==> src/rtl/ram_bus_arbiter_if.sv <==
// ram_bus_arbiter_if: host, ibus, dbus and RAM signals around the arbiter
interface ram_bus_arbiter_if #(
  parameter int DATA_W = 32,
  parameter int ADDR_W = 5
);
  localparam int LANES = DATA_W / 8;
  localparam int HA_W = ADDR_W + $clog2(LANES);
  logic cpu_hold;
  logic host_valid;
  logic host_we;
  logic [HA_W-1:0] host_addr;
  logic [7:0] host_wdata;
  logic host_ready;
  logic host_rvalid;
  logic [7:0] host_rdata;
  logic ibus_cyc;
  logic [ADDR_W-1:0] ibus_adr;
  logic [DATA_W-1:0] ibus_rdt;
  logic ibus_ack;
  logic dbus_cyc;
  logic [ADDR_W-1:0] dbus_adr;
  logic dbus_we;
  logic [DATA_W-1:0] dbus_dat;
  logic [LANES-1:0] dbus_sel;
  logic [DATA_W-1:0] dbus_rdt;
  logic dbus_ack;
  logic ram_en;
  logic [ADDR_W-1:0] ram_a;
  logic [LANES-1:0] ram_we;
  logic [DATA_W-1:0] ram_di;
  logic [DATA_W-1:0] ram_do;
  logic [1:0] grant;
  modport slave (
    input cpu_hold, host_valid, host_we, host_addr, host_wdata,
    input ibus_cyc, ibus_adr, dbus_cyc, dbus_adr, dbus_we, dbus_dat, dbus_sel, ram_do,
    output host_ready, host_rvalid, host_rdata, ibus_rdt, ibus_ack, dbus_rdt, dbus_ack,
    output ram_en, ram_a, ram_we, ram_di, grant
  );
  modport master (
    output cpu_hold, host_valid, host_we, host_addr, host_wdata,
    output ibus_cyc, ibus_adr, dbus_cyc, dbus_adr, dbus_we, dbus_dat, dbus_sel, ram_do,
    input host_ready, host_rvalid, host_rdata, ibus_rdt, ibus_ack, dbus_rdt, dbus_ack,
    input ram_en, ram_a, ram_we, ram_di, grant
  );
endinterface

==> src/rtl/ram_bus_arbiter.sv <==
// ram_bus_arbiter: shares one byte-write single-port RAM between host, SERV dbus and ibus
// with a fixed arbitrate / issue / respond sequence.
module ram_bus_arbiter #(
  parameter int DATA_W = 32,
  parameter int ADDR_W = 5,
  parameter int HOST_PRIO = 1
) (
  input logic clk,
  input logic rst_n,
  ram_bus_arbiter_if.slave bus
);
  localparam int LANES = DATA_W / 8;
  localparam int LB = $clog2(LANES);
  localparam int HA_W = ADDR_W + LB;
  typedef enum logic [1:0] {IDLE, ISSUE, RESP} state_t;
  state_t state_q;
  logic [1:0] grant_q;
  logic ram_en_q;
  logic [LANES-1:0] ram_we_q;
  logic [ADDR_W-1:0] ram_a_q;
  logic [DATA_W-1:0] ram_di_q;
  logic [LB-1:0] lane_q;
  logic hrd_q;
  logic host_rvalid_q;
  logic ibus_ack_q;
  logic dbus_ack_q;
  logic h_el, d_el, i_el;
  logic [1:0] owner_d;
  logic [LANES-1:0] we_d;
  logic [DATA_W-1:0] di_d;
  logic [ADDR_W-1:0] addr_d;
  assign h_el = bus.host_valid;
  assign d_el = bus.dbus_cyc & ~bus.cpu_hold;
  assign i_el = bus.ibus_cyc & ~bus.cpu_hold;
  // owner codes match the grant encoding: 1 host, 2 dbus, 3 ibus
  always_comb begin
    owner_d = (HOST_PRIO != 0) ? (h_el ? 2'd1 : d_el ? 2'd2 : i_el ? 2'd3 : 2'd0)
                               : (d_el ? 2'd2 : i_el ? 2'd3 : h_el ? 2'd1 : 2'd0);
    we_d = (owner_d == 2'd1) ? (bus.host_we ? LANES'(1) << bus.host_addr[LB-1:0] : '0)
         : (owner_d == 2'd2 && bus.dbus_we) ? bus.dbus_sel : '0;
    di_d = (owner_d == 2'd1) ? {LANES{bus.host_wdata}} : bus.dbus_dat;
    addr_d = (owner_d == 2'd1) ? bus.host_addr[HA_W-1:LB]
           : (owner_d == 2'd2) ? bus.dbus_adr : bus.ibus_adr;
  end
  always_ff @(posedge clk or negedge rst_n) begin
    if (!rst_n) begin
      state_q <= IDLE;
      grant_q <= '0;
      ram_en_q <= 1'b0;
      ram_we_q <= '0;
      ram_a_q <= '0;
      ram_di_q <= '0;
      lane_q <= '0;
      hrd_q <= 1'b0;
      host_rvalid_q <= 1'b0;
      ibus_ack_q <= 1'b0;
      dbus_ack_q <= 1'b0;
    end else begin
      case (state_q)
        IDLE: if (owner_d != 2'd0) begin
          state_q <= ISSUE;
          grant_q <= owner_d;
          ram_en_q <= 1'b1;
          ram_we_q <= we_d;
          ram_a_q <= addr_d;
          ram_di_q <= di_d;
          lane_q <= bus.host_addr[LB-1:0];
          hrd_q <= (owner_d == 2'd1) && !bus.host_we;
        end
        ISSUE: begin
          state_q <= RESP;
          ram_en_q <= 1'b0;
          ram_we_q <= '0;
          host_rvalid_q <= hrd_q;
          dbus_ack_q <= (grant_q == 2'd2);
          ibus_ack_q <= (grant_q == 2'd3);
        end
        RESP: begin
          state_q <= IDLE;
          grant_q <= '0;
          host_rvalid_q <= 1'b0;
          dbus_ack_q <= 1'b0;
          ibus_ack_q <= 1'b0;
        end
        default: state_q <= IDLE;
      endcase
    end
  end
  assign bus.host_ready = (state_q == IDLE) && (owner_d == 2'd1);
  assign bus.host_rvalid = host_rvalid_q;
  assign bus.host_rdata = bus.ram_do[8*lane_q +: 8];
  assign bus.ibus_rdt = bus.ram_do;
  assign bus.ibus_ack = ibus_ack_q;
  assign bus.dbus_rdt = bus.ram_do;
  assign bus.dbus_ack = dbus_ack_q;
  assign bus.ram_en = ram_en_q;
  assign bus.ram_a = ram_a_q;
  assign bus.ram_we = ram_we_q;
  assign bus.ram_di = ram_di_q;
  assign bus.grant = grant_q;
endmodule

==> src/flat_wrapper.sv <==
// flat-port wrapper written by rule: the top's interface ports become plain ports
module ram_bus_arbiter_flat 
#(
  parameter int DATA_W = 32,
  parameter int ADDR_W = 5,
  parameter int HOST_PRIO = 1
)
  (clk, rst_n, bus_cpu_hold, bus_host_valid, bus_host_we, bus_host_addr, bus_host_wdata, bus_ibus_cyc, bus_ibus_adr, bus_dbus_cyc, bus_dbus_adr, bus_dbus_we, bus_dbus_dat, bus_dbus_sel, bus_ram_do, bus_host_ready, bus_host_rvalid, bus_host_rdata, bus_ibus_rdt, bus_ibus_ack, bus_dbus_rdt, bus_dbus_ack, bus_ram_en, bus_ram_a, bus_ram_we, bus_ram_di, bus_grant);
  ram_bus_arbiter_if #(.DATA_W(DATA_W), .ADDR_W(ADDR_W)) bus_i ();
  input logic clk;
  input logic rst_n;
  input wire logic [$bits(bus_i.cpu_hold)-1:0] bus_cpu_hold;
  input wire logic [$bits(bus_i.host_valid)-1:0] bus_host_valid;
  input wire logic [$bits(bus_i.host_we)-1:0] bus_host_we;
  input wire logic [$bits(bus_i.host_addr)-1:0] bus_host_addr;
  input wire logic [$bits(bus_i.host_wdata)-1:0] bus_host_wdata;
  input wire logic [$bits(bus_i.ibus_cyc)-1:0] bus_ibus_cyc;
  input wire logic [$bits(bus_i.ibus_adr)-1:0] bus_ibus_adr;
  input wire logic [$bits(bus_i.dbus_cyc)-1:0] bus_dbus_cyc;
  input wire logic [$bits(bus_i.dbus_adr)-1:0] bus_dbus_adr;
  input wire logic [$bits(bus_i.dbus_we)-1:0] bus_dbus_we;
  input wire logic [$bits(bus_i.dbus_dat)-1:0] bus_dbus_dat;
  input wire logic [$bits(bus_i.dbus_sel)-1:0] bus_dbus_sel;
  input wire logic [$bits(bus_i.ram_do)-1:0] bus_ram_do;
  output wire logic [$bits(bus_i.host_ready)-1:0] bus_host_ready;
  output wire logic [$bits(bus_i.host_rvalid)-1:0] bus_host_rvalid;
  output wire logic [$bits(bus_i.host_rdata)-1:0] bus_host_rdata;
  output wire logic [$bits(bus_i.ibus_rdt)-1:0] bus_ibus_rdt;
  output wire logic [$bits(bus_i.ibus_ack)-1:0] bus_ibus_ack;
  output wire logic [$bits(bus_i.dbus_rdt)-1:0] bus_dbus_rdt;
  output wire logic [$bits(bus_i.dbus_ack)-1:0] bus_dbus_ack;
  output wire logic [$bits(bus_i.ram_en)-1:0] bus_ram_en;
  output wire logic [$bits(bus_i.ram_a)-1:0] bus_ram_a;
  output wire logic [$bits(bus_i.ram_we)-1:0] bus_ram_we;
  output wire logic [$bits(bus_i.ram_di)-1:0] bus_ram_di;
  output wire logic [$bits(bus_i.grant)-1:0] bus_grant;
  assign bus_i.cpu_hold = bus_cpu_hold;
  assign bus_i.host_valid = bus_host_valid;
  assign bus_i.host_we = bus_host_we;
  assign bus_i.host_addr = bus_host_addr;
  assign bus_i.host_wdata = bus_host_wdata;
  assign bus_i.ibus_cyc = bus_ibus_cyc;
  assign bus_i.ibus_adr = bus_ibus_adr;
  assign bus_i.dbus_cyc = bus_dbus_cyc;
  assign bus_i.dbus_adr = bus_dbus_adr;
  assign bus_i.dbus_we = bus_dbus_we;
  assign bus_i.dbus_dat = bus_dbus_dat;
  assign bus_i.dbus_sel = bus_dbus_sel;
  assign bus_i.ram_do = bus_ram_do;
  assign bus_host_ready = bus_i.host_ready;
  assign bus_host_rvalid = bus_i.host_rvalid;
  assign bus_host_rdata = bus_i.host_rdata;
  assign bus_ibus_rdt = bus_i.ibus_rdt;
  assign bus_ibus_ack = bus_i.ibus_ack;
  assign bus_dbus_rdt = bus_i.dbus_rdt;
  assign bus_dbus_ack = bus_i.dbus_ack;
  assign bus_ram_en = bus_i.ram_en;
  assign bus_ram_a = bus_i.ram_a;
  assign bus_ram_we = bus_i.ram_we;
  assign bus_ram_di = bus_i.ram_di;
  assign bus_grant = bus_i.grant;
  ram_bus_arbiter #(.DATA_W(DATA_W), .ADDR_W(ADDR_W), .HOST_PRIO(HOST_PRIO)) u_core (.clk(clk), .rst_n(rst_n), .bus(bus_i));
endmodule
==> config.mk <==
export PLATFORM = sky130hd
export DESIGN_NAME = ram_bus_arbiter_flat
export DESIGN_NICKNAME = d
export VERILOG_FILES = /design/src/rtl/ram_bus_arbiter_if.sv /design/src/rtl/ram_bus_arbiter.sv /design/src/flat_wrapper.sv
export SDC_FILE = /design/constraint.sdc
export NUM_CORES = 1
export LEC_CHECK = 0
export ABC_AREA = 1
export CAP_MARGIN = 15
export CORE_UTILIZATION = 35
export DETAILED_ROUTE_END_ITERATION = 7
export PLACE_DENSITY_LB_ADDON = 0.12
export SKIP_LAST_GASP = 1
export SLEW_MARGIN = 10
export SYNTH_ARGS = -nofsm -noshare
export SYNTH_HDL_FRONTEND = slang
export SYNTH_SLANG_ARGS = --single-unit
==> constraint.sdc <==
create_clock -name clk -period 1.7 [get_ports clk]
set_input_delay 0.34 -clock clk [delete_from_list [all_inputs] [get_ports clk]]
set_output_delay 0.34 -clock clk [all_outputs]
set_load 0.01 [all_outputs]
==> flow_summary.json, run 1 <==
{
  "first_iter_violations": 145,
  "multi_input_area_mm2": 0.00135,
  "setup_viol": 1,
  "crit_required_ns": 1.36,
  "power_density_mw_per_mm2": 1280,
  "drt-total-wl_mm": 10.7,
  "final_cell_mix": "214 x nand2_1, 147 x clkdlybuf4s50_1, 63 x dlygate4sd2_1, 51 x dfrtp_1, 50 x buf_4",
  "start_kind": "register",
  "status": "finished with violations",
  "cp_top_family": "buffers and inverters",
  "p_leak_nw": 2.81,
  "cp_slowest_cell": "dfrtp_1",
  "clock-sinks": 52,
  "area_delta_synth_final_pct": 67.2,
  "numCtsBuffers": 5,
  "hold_slack_ns": 0.00401,
  "max_stage_delay_ns": 0.43,
  "post-route-drc-count": 0,
  "nets": 766,
  "cts.path.max_buffers": 2,
  "max_freq_mhz": 588,
  "dp_hpwl_mm": 8.73,
  "finalMaxSlewViolations": 0,
  "core_area_mm2": 0.00889,
  "critical_path_class": "register to output pin",
  "final_util_pct": 61.7,
  "synth_area_per_cell_um2": 7.10,
  "grt_max_degree": 53,
  "gr-total-overflow": 0,
  "finalCriticalPeriod_ns": 1.70,
  "htreeDepth": 2,
  "place_ws_ns": -0.405,
  "ir_drop_v": 0.000845,
  "ios": 221,
  "crit_chain": "inv_2 > buf_6 > nor2_1 > o22ai_1 > buf_2",
  "cp-end-kind": "output pin",
  "period_share_pct": 100,
  "clock_latency_ns": 0.31,
  "slew_headroom_pct": 81.1,
  "die_y_um": 98.8,
  "drive_gt1_share_pct": 13.7,
  "vias": 3587,
  "ys_ff_latch": 52,
  "hold_violations": 0,
  "fillers": 876,
  "cts_tree": "yes",
  "via_per_inst": 4.66,
  "finalWorstSetupSlack_ns": -0.000270,
  "initial_core_util_pct": 36.9,
  "hold_buffers": 0,
  "ant_nets": 0,
  "antenna_found_initial": 0,
  "violations": "negative setup slack",
  "grt_pass1_wl_mm": 16.7,
  "netlist_area_mm2": 0.00328,
  "io_buffer_count": 220,
  "grt_util_all_layers_pct": 21.7,
  "first_pass_iters": 4,
  "ys_seq_area_share_pct": 39.7,
  "first_global_vias": 3334,
  "cts_root_buf": "clkbuf_8",
  "rows": 34,
  "cp_max_fo": 6,
  "cp_num_buf_inv": 3,
  "seq_area_mm2": 0.00130,
  "mostFrequentLayoutCell": "nand2_1",
  "chipWidth_um": 98.8,
  "synth_nets": 567,
  "cap_violations": 0,
  "ys_warn_count": 0,
  "rsz0062_at_grt": "true",
  "gp_congestion": 0.873,
  "skew_ns": 0.0106,
  "clkTransAtPathRegs_ns": 0.10,
  "n_antenna_cell": 0,
  "yosysUniqueCellTypes": 22,
  "hold_path_class": "primary input to async pin",
  "synthCells": 462,
  "avgRoutedWirePerCell_um": 13.9,
  "worst_pin_slew_ns": 0.283,
  "dieArea_mm2": 0.00976,
  "crit_arrival_ns": 1.36
}
[per-stage QoR]
step | area, µm² | TNS, ns | power (mW) | cells
global placement | 5470 | -14.00 | 6.30 | 761
finish | 5480 | -0.000270 | 7.00 | 770
floorplan | 3280 | 0 | 4.03 | 462
global route | 5480 | -0.245 | 7.54 | 770
detailed placement | 5470 | -15.85 | 6.38 | 761
CTS | 5460 | -0.291 | 7.01 | 770
[report_power, final]
part	total, mW	internal (mW)	switching (mW)
combinational	4.12	2.10	2.01
clock	0.754	0.301	0.454
sequential	2.13	1.79	0.338
[cell families after synthesis]
kind of cell | count (synthesis) | synth area share [%]
AO/OA/AOI/OAI | 37 | 6.37
buffers and inverters | 101 | 19.9
flip-flops | 52 | 39.7
AND/OR/NAND/NOR | 268 | 32.5
adder cells (fa/ha/maj) | 4 | 1.53
[layer usage]
metal | track usage [%] | vias up | wire length [µm]
met2 | 38.7 | 161 | 5340
met3 | 4.47 | 14 | 789
met5 | 0 | - | 0
li1 | - | 1783 | -
met1 | 26.7 | 1629 | 4440
met4 | 4.94 | 0 | 167
[state kept, by name, indices dropped and copies added (netlist names), 2 cells and up]
| name | cells |
|---|---|
| u_core.bus.ram_a | 5 |
| u_core.bus.ram_di | 32 |
| u_core.bus.ram_we | 4 |
| u_core.bus.grant | 2 |
| u_core.lane_q | 2 |
| u_core.state_q | 2 |
[synth_stat cells (all sizes together)]
| cell | count | area share, % |
|---|---|---|
| dfrtp | 52 | 40 |
| ha | 4 | 1.5 |
| or2 | 5 | 0.95 |
| o32ai | 1 | 0.27 |
| inv | 18 | 2.1 |
| nand2 | 215 | 25 |
| nand4 | 1 | 0.19 |
| buf | 77 | 17 |
| o2111ai | 1 | 0.27 |
| nand3 | 27 | 4.1 |
| clkbuf | 6 | 0.69 |
| o21ai | 24 | 3.7 |
| o22ai | 9 | 1.7 |
| nor2 | 20 | 2.6 |
| o211ai | 2 | 0.46 |
[worst paths after layout]
path                       cells past startpoint               endpoint                  start  slack [ns]
setup / recovery                               5      bus_host_rdata[3]       u_core.lane_q[0]     -0.0003
hold / removal                                 2   u_core.bus.ram_di[1]                  rst_n       0.004
setup reg to reg                               8   u_core.bus.ram_we[0]      u_core.state_q[1]        0.22
hold reg to reg                                2  u_core.bus.ram_di[15]  u_core.bus.ram_di[15]        0.49
max in group asynchronous                      2       u_core.lane_q[1]                  rst_n        1.45
min in group clk                               2  u_core.bus.ram_di[15]  u_core.bus.ram_di[15]        0.49
[final cells by class]
cell class	instances	area share (%)
inverters	18	1.23
repair buffers	275	46.2
well taps	108	2.46
flip-flops and latches	52	23.8
clock buffers	5	1.26
clock inverters	3	0.479
multi-input cells	309	24.6
[repair_timing]
action / 4_1_cts / 5_1_grt
setup endpoints to repair: 73 / 9
pin swaps: 0 / 3
gates resized for setup: 98 / 18
buffers inserted: 1 / 1
Power figures use the tool's default switching activity.
==> run 2, diff against run 1 <==
--- a/config.mk
+++ b/config.mk
@@ -7,7 +7,8 @@
 export LEC_CHECK = 0
 export ABC_AREA = 1
 export CAP_MARGIN = 15
-export CORE_UTILIZATION = 35
+export CORE_UTILIZATION = 36
+export CTS_CLUSTER_SIZE = 30
 export DETAILED_ROUTE_END_ITERATION = 7
 export PLACE_DENSITY_LB_ADDON = 0.12
 export SKIP_LAST_GASP = 1
==> flow_summary.json, run 2 (synthesized netlist as in run 1, its figures left out) <==
{
  "status": "completed",
  "crit_arrival_ns": 1.31,
  "grt_pass1_wl_mm": 17.0,
  "start_kind": "register",
  "vias": 3509,
  "largest_reg_flops": 32,
  "crit_start": "u_core.lane_q[0]",
  "slew_headroom_pct": 80.6,
  "gp_congestion": 0.801,
  "hold_path_class": "primary input to async pin",
  "core_area_mm2": 0.00876,
  "ant_nets": 0,
  "antenna_found_initial": 0,
  "setup_viol": 0,
  "first_pass_iters": 4,
  "via_per_inst": 4.65,
  "hold_violations": 0,
  "p_leak_nw": 2.77,
  "first_global_vias": 3388,
  "avgRoutedWirePerCell_um": 14.0,
  "clkTransAtPathRegs_ns": 0.09,
  "gr-total-overflow": 0,
  "clock-sinks": 52,
  "numCtsBuffers": 5,
  "cp_max_fo": 10,
  "finalMaxSlewViolations": 0,
  "stdcell_area_mm2": 0.00537,
  "grt_max_degree": 53,
  "ios": 221,
  "grt_util_all_layers_pct": 22.1,
  "first_iter_violations": 133,
  "dp_hpwl_mm": 8.38,
  "die_y_um": 97.4,
  "cts_tree": "yes",
  "final_util_pct": 61.3,
  "rsz0062_at_grt": "true",
  "area_delta_synth_final_pct": 63.9,
  "rows": 34,
  "final_cell_mix": "214 x nand2_1, 147 x clkdlybuf4s50_1, 61 x dlygate4sd2_1, 52 x dfrtp_1, 36 x buf_4",
  "clock_latency_ns": 0.30,
  "chipWidth_um": 97.4,
  "dieArea_mm2": 0.00950,
  "power_density_mw_per_mm2": 1290,
  "cts.path.max_buffers": 2,
  "nets": 753,
  "place_area_mm2": 0.00538,
  "drive_gt1_share_pct": 10.8,
  "finalCriticalPeriod_ns": 1.65,
  "cp-end-kind": "output pin",
  "crit_required_ns": 1.36,
  "worst_pin_slew_ns": 0.290,
  "drt-total-wl_mm": 10.6,
  "htreeDepth": 2,
  "post-route-drc-count": 0,
  "postCtsSetupRepairBufs": 0,
  "io_buffer_count": 220,
  "reg2reg_from": "u_core.state_q[1]",
  "hold_buffers": 0,
  "ir_drop_v": 0.000778,
  "cap_violations": 0,
  "max_freq_mhz": 606,
  "initial_core_util_pct": 37.4,
  "critical_path_class": "register to output pin",
  "period_share_pct": 97.0,
  "skew_ns": 0.00588,
  "mostFrequentLayoutCell": "nand2_1",
  "n_antenna_cell": 0,
  "cts_root_buf": "clkbuf_8"
}
==> run 2: changes by cell type in the layout (fill, tap and decap cells not counted), moves of 2 or more <==
cell / delta
buf_4: -14
o21ai_0: +2
dlygate4sd2_1: -2
o21ai_2: -3
clkinvlp_4: -2
dlymetal6s2s_1: +2
==> run 2: worst max-delay path: stages (launching register included) <==
cell and delay (ns):
dfrtp_1 0.41, inv_2 0.08, buf_6 0.13, o21ai_0 0.09
o22ai_1 0.13, clkbuf_2 0.18
==> run 2: repair_timing <==
| item | 4_1_cts | 5_1_grt |
|---|---|---|
| pin swaps | 0 | 0 |
| gates resized for setup | 99 | 8 |
| endpoints found under the setup margin | 73 | 11 |
==> run 2: through the flow <==
step	setup TNS, ns	hold slack (ns)	power, mW	instances	setup slack (ns)
after floorplan	0	0.0444	4.03	462	0.233
after global placement	-13.87	0.352	6.24	749	-0.389
after detailed placement	-15.14	0.355	6.30	749	-0.392
after CTS	-0.180	0.0213	7.00	755	-0.121
after global routing	-0.109	0.0293	7.46	755	-0.0276
final	0	0.0144	6.92	755	0.0507
==> run 2: cell type report <==
class                      count  area, µm²
timing repair buffer         262       2440
inverter                      18       67.6
multi-input combinational    309       1330
sequential                    52       1300
clock inverter                 1       30.0
tap                          108        135
clock buffer                   5       68.8
fill                         848       3390
==> run 2: routing by layer <==
layer,GRT usage (%),up-vias,wire length [µm],part of all wire (%)
li1,-,1755,-,-
met1,26.6,1601,4300,41
met2,40.3,147,5400,51
met3,5.40,6,791,7.5
met4,3.62,0,73,0.69
met5,0,-,0,0
==> run 2: path summary, 6_finish.rpt <==
kind / to / slack (ns) / cells past startpoint
min: u_core.bus.ram_di[9] / 0.01 / 2
max reg2reg: u_core.bus.ram_a[4] / 0.26 / 8
min in group clk: u_core.bus.ram_di[9] / 0.48 / 2
max: bus_host_rdata[5] / 0.05 / 5
max in group asynchronous: u_core.bus.ram_di[29] / 1.44 / 2
min reg2reg: u_core.bus.ram_di[9] / 0.48 / 2
==> run 2: report_power, final <==
part | switching [mW] | total, mW | leakage, nW | internal, mW
Clock | 0.406 | 0.830 | 0.0501 | 0.424
Sequential | 0.321 | 2.11 | 0.656 | 1.79
Combinational | 1.97 | 3.98 | 2.06 | 2.00
